$ cat src/rtl/wb_pipe_stage.sv
// rtl/wb_pipe_stage.sv - MEM->WB pipeline stage register with valid/ready skid buffer
module wb_pipe_stage #(
  parameter int ADDR_W      = 5,
  parameter int DATA_W      = 32,
  parameter int LANES       = 1,
  parameter int ZERO_SQUASH = 1
) (
  input  logic                      clk_i,
  input  logic                      rst_n_i,
  input  logic                      valid_i,
  output logic                      ready_o,
  input  logic [LANES-1:0]          reg_write_ctrl_i,
  input  logic [LANES*ADDR_W-1:0]   reg_write_addr_i,
  input  logic [LANES*DATA_W-1:0]   reg_write_data_i,
  output logic                      valid_o,
  input  logic                      ready_i,
  output logic [LANES-1:0]          reg_write_ctrl_o,
  output logic [LANES*ADDR_W-1:0]   reg_write_addr_o,
  output logic [LANES*DATA_W-1:0]   reg_write_data_o,
  output logic [1:0]                occupancy_o,
  input  logic                      stall_ctrl_i,
  input  logic                      flush_i
);

  logic                    main_valid;
  logic [LANES-1:0]        main_ctrl;
  logic [LANES*ADDR_W-1:0] main_addr;
  logic [LANES*DATA_W-1:0] main_data;

  logic                    skid_valid;
  logic [LANES-1:0]        skid_ctrl;
  logic [LANES*ADDR_W-1:0] skid_addr;
  logic [LANES*DATA_W-1:0] skid_data;

  logic [LANES-1:0]        cap_ctrl;
  logic                    in_fire;
  logic                    out_fire;

  // Upstream ready depends only on the skid register, never on ready_i.
  assign ready_o  = !skid_valid;
  assign in_fire  = valid_i && !skid_valid;
  assign out_fire = main_valid && ready_i && !stall_ctrl_i;

  // Writes to register 0 are turned into no-ops at capture time when squashing is enabled.
  always_comb begin
    cap_ctrl = reg_write_ctrl_i;
    for (int k = 0; k < LANES; k++) begin
      if ((ZERO_SQUASH != 0) && (reg_write_addr_i[k*ADDR_W +: ADDR_W] == '0)) begin
        cap_ctrl[k] = 1'b0;
      end
    end
  end

  // Main/skid entry update: flush, then drain skid, then refill main, then park in skid.
  always_ff @(posedge clk_i or negedge rst_n_i) begin
    if (!rst_n_i) begin
      main_valid <= 1'b0;
      main_ctrl  <= '0;
      main_addr  <= '0;
      main_data  <= '0;
      skid_valid <= 1'b0;
      skid_ctrl  <= '0;
      skid_addr  <= '0;
      skid_data  <= '0;
    end else if (flush_i) begin
      main_valid <= 1'b0;
      main_ctrl  <= '0;
      skid_valid <= 1'b0;
      skid_ctrl  <= '0;
    end else if (out_fire && skid_valid) begin
      main_valid <= 1'b1;
      main_ctrl  <= skid_ctrl;
      main_addr  <= skid_addr;
      main_data  <= skid_data;
      skid_valid <= 1'b0;
      skid_ctrl  <= '0;
    end else if (out_fire) begin
      if (in_fire) begin
        main_valid <= 1'b1;
        main_ctrl  <= cap_ctrl;
        main_addr  <= reg_write_addr_i;
        main_data  <= reg_write_data_i;
      end else begin
        main_valid <= 1'b0;
      end
    end else if (in_fire && main_valid) begin
      skid_valid <= 1'b1;
      skid_ctrl  <= cap_ctrl;
      skid_addr  <= reg_write_addr_i;
      skid_data  <= reg_write_data_i;
    end else if (in_fire) begin
      main_valid <= 1'b1;
      main_ctrl  <= cap_ctrl;
      main_addr  <= reg_write_addr_i;
      main_data  <= reg_write_data_i;
    end
  end

  assign valid_o          = main_valid;
  assign reg_write_ctrl_o = main_ctrl & {LANES{main_valid}};
  assign reg_write_addr_o = main_addr;
  assign reg_write_data_o = main_data;
  assign occupancy_o      = {1'b0, main_valid} + {1'b0, skid_valid};

endmodule

$ cat config.mk
export PLATFORM = sky130hd
export DESIGN_NAME = wb_pipe_stage
export DESIGN_NICKNAME = d
export VERILOG_FILES = /design/src/rtl/wb_pipe_stage.sv
export SDC_FILE = /design/constraint.sdc
export NUM_CORES = 1
export LEC_CHECK = 0
export CAP_MARGIN = 0
export CORE_MARGIN = 3
export CORE_UTILIZATION = 40
export CTS_BUF_LIST = sky130_fd_sc_hd__clkbuf_8
export DETAILED_ROUTE_END_ITERATION = 12
export HOLD_SLACK_MARGIN = 0.12
export PLACE_DENSITY_LB_ADDON = 0.05
export SYNTH_ARGS = -nofsm -noshare
export SYNTH_HDL_FRONTEND = slang
export SYNTH_SLANG_ARGS = --single-unit
$ cat constraint.sdc
create_clock -name clk_i -period 1.5 [get_ports clk_i]
set_input_delay 0.3 -clock clk_i [delete_from_list [all_inputs] [get_ports clk_i]]
set_output_delay 0.3 -clock clk_i [all_outputs]
set_load 0.02 [all_outputs]
==> metrics.md <==
| Metric | Value |
|---|---|
| Synth Flop Type | `dfrtp_1` |
| Share of cells above drive strength 1 | `0.305` |
| CP endpoint | `reg_write_addr_o[4]` |
| Final nets | `470` |
| Slew Limit Fails | `0` |
| Syn Std Cell Area | `3320 um2` |
| Ant. Diodes | `0` |
| CTS tree | `done` |
| RSZ-0062 raised after global routing | `yes` |
| Height of the chip | `97.0 um` |
| Flops & latches, synth | `78` |
| CP arrival | `1.88 ns` |
| Met3 GRT Util | `0.0425` |
| Clk sinks | `78` |
| Clock-pin slew on the worst setup and hold paths | `0.08 ns` |
| Post-synth EDFFs | `0` |
| Worst R2R Path Depth | `7` |
| GR Util met2 | `0.271` |
| GR Util met1 | `0.235` |
| Starting Density | `0.420` |
| IO buf count | `85` |
| H-tree depth | `3` |
| Horiz. Die Dim | `97.0 um` |
| Maxcap violations | `0` |
| Hold Slack | `0.311 ns` |
| GRT Util Overall | `0.172` |
| Largest net degree at the start of global routing | `48` |
| Setup Total Neg Slack | `-3.74 ns` |
| Routability cong. | `0.772` |
| # IOs | `86` |
| Worst EP required | `1.76 ns` |
| Mapped Nets | `352` |
| DR vias | `2751` |
| Gr ovfl total | `0` |
| Worst-path fanout max | `11` |
| Terminus of the critical flop-to-flop path | `reg_write_addr_o[4]` |
| Initial antenna violation count | `0` |
| Netlist cell types | `25` |
| Via density | `5.17` |
| Yosys warnings | `0` |
| Ys async rst share | `1.00` |
| Drt pass-1 iters | `4` |
| Share of the synthesized area in the top cell type | `0.589` |
| Fmax | `618 MHz` |
| Clock latency on the worst-skew pair | `0.34 ns` |
| Slew @ Worst Pin | `0.328 ns` |
| Endpoints failing setup | `64` |
| Final WL | `9060 um` |
| Rows | `32` |
| Failing checks | `setup timing` |
| Worst VDD drop | `0.625 mV` |
| Power per cell area | `1190 nW/um2` |
| Synth Instances | `307` |
| Post-synth top cells | `nand2_1 (79), dfrtp_1 (78), nor2_1 (39), a31oi_1 (37), mux2_2 (36)` |
| CP Launch Point | `skid_valid` |
| Min Tclk post-route | `1.62 ns` |
| Drt first-iter violations | `82` |
| Status | `complete, but fails checks` |
| Clock Skews | `0.0120 ns` |
| Worst min path class | `input port to asynchronous set/reset pin` |
| Top post-synthesis cells by area | `dfrtp_1 (59%), mux2_2 (12%), nand2_1 (8.9%), a31oi_1 (7.0%), nor2_1 (4.4%)` |
| First-pass GRT wire length | `13000 um` |
| Area grow syn2layout | `57.2%` |
| Vias in the first global route | `2601` |
| HPWL after detailed placement | `4990 um` |
| R2r startpoint | `skid_valid` |
| Slew HR | `0.782` |
| R2R setup slack | `-0.12 ns` |
| Root buf cell | `clkbuf_8` |
| Clock Path Buffers | `2` |
| Cell taking the most area after synthesis | `dfrtp_1` |
| Drt drc | `0` |
| Final hold violation count | `0` |
| Post-synthesis sequential area ratio | `0.589` |
| Crit Path Class | `register to register` |
| Routed Antenna Nets | `0` |
| Global route hottest layer | `met2` |
| Layout fillers | `648` |
| Static Leak | `2.29 nW` |
| Core box area | `7890 um2` |
| Die footprint | `9420 um2` |
| Post-layout util | `0.661` |
| CTS Buf Count | `9` |
| Tcrit/Tclk final | `1.08` |
| DP Area | `4450 um2` |
| Setup crit end kind | `register` |
| Setup crit start kind | `register` |
| Final instance area | `5210 um2` |
| Routed WL per cell | `17.0 um` |
| Avg Cell Area, Syn | `10.8 um2` |
| Most frequent cell after synthesis | `nand2_1` |
| Total chip power | `6.23 mW` |
| Final WS setup | `-0.118 ns` |
metal layers:
metal | part of all wire | routed length [um] | vias to the layer above
met4 | 0.0088 | 80 | 0
met5 | 0 | 0 | -
met2 | 0.49 | 4410 | 64
met1 | 0.46 | 4210 | 1390
li1 | - | - | 1289
met3 | 0.040 | 359 | 8
cell families after synthesis:
group / share of synthesized area
fa+ha+maj: 0.00377
compound gates: 0.0845
flops: 0.589
buf+inv: 0.0404
simple gates: 0.151
mux: 0.132
critical path, stage by stage, from the launching register on:
cell       delay, ns
dfrtp_2         0.45
buf_6           0.13
mux2i_4         0.18
a211oi_4        0.21
buf_12          0.20
clkbuf_16       0.18
nor2_1          0.04
a31oi_1         0.13
per-stage QoR:
stage	worst slack, ns	cells
floorplan	-0.0735	307
global placement	-0.437	495
detailed placement	-0.453	495
CTS	-0.134	523
global route	-0.165	532
finish	-0.118	532
placed cells by master (no fill, tap or decap), types with 2 or more instances in the layout:
cell,n
dfrtp_2,2
buf_16,3
inv_1,2
nor2_4,10
nor2_1,15
dlygate4sd2_1,38
dlymetal6s2s_1,2
clkinvlp_4,2
a31oi_1,37
nor2_2,15
clkdlybuf4s50_1,39
buf_6,5
clkbuf_8,9
nand2_1,79
clkbuf_16,6
a21oi_1,3
dfrtp_1,76
buf_4,18
mux2_4,37
buf_12,11
state kept, by name, summed over array words and instances (netlist names):
signal / cells
reg_write_addr_o: 5
skid_ctrl: 1
skid_addr: 5
reg_write_data_o: 32
valid_o: 1
main_ctrl: 1
skid_data: 32
skid_valid: 1
timing repair:
action,in CTS,in global routing
resized for setup,76,78
hold buffers,1,0
pin swaps,2,3
gates cloned,3,7
endpoints found under the hold margin,78,0
endpoints found under the setup margin,116,80
buffers inserted,8,6
power by group:
group / total, mW / internal [mW] / switching, mW
Combinational: 1.77 / 1.00 / 0.763
Sequential: 2.92 / 2.60 / 0.319
Clock: 1.54 / 0.761 / 0.778
Total: 6.23 / 4.37 / 1.86
layout make-up:
class                           instances  area (um2)  area share
Clock buffer                            9         124      0.0238
Clock inverter                          7        66.3      0.0127
Inverter                                1        3.75    0.000720
Multi-Input combinational cell        209        1510       0.290
Sequential cell                        78        1950       0.375
Tap cell                              102         128      0.0245
Timing Repair Buffer                  126        1430       0.274
how the worst min path moves through the flow:
stage	start	to	slack, ns	depth (start not counted)
2_1_floorplan	rst_n_i	main_ctrl	0.004	0
6_report	rst_n_i	valid_o	0.31	2
3_3_place_gp	rst_n_i	reg_write_data_o[4]	0.13	1
3_5_place_dp	rst_n_i	reg_write_data_o[4]	0.13	1
5_1_grt	rst_n_i	reg_write_data_o[4]	0.31	2
4_1_cts	rst_n_i	reg_write_data_o[4]	0.31	2
(Power assumes the default switching activity.)
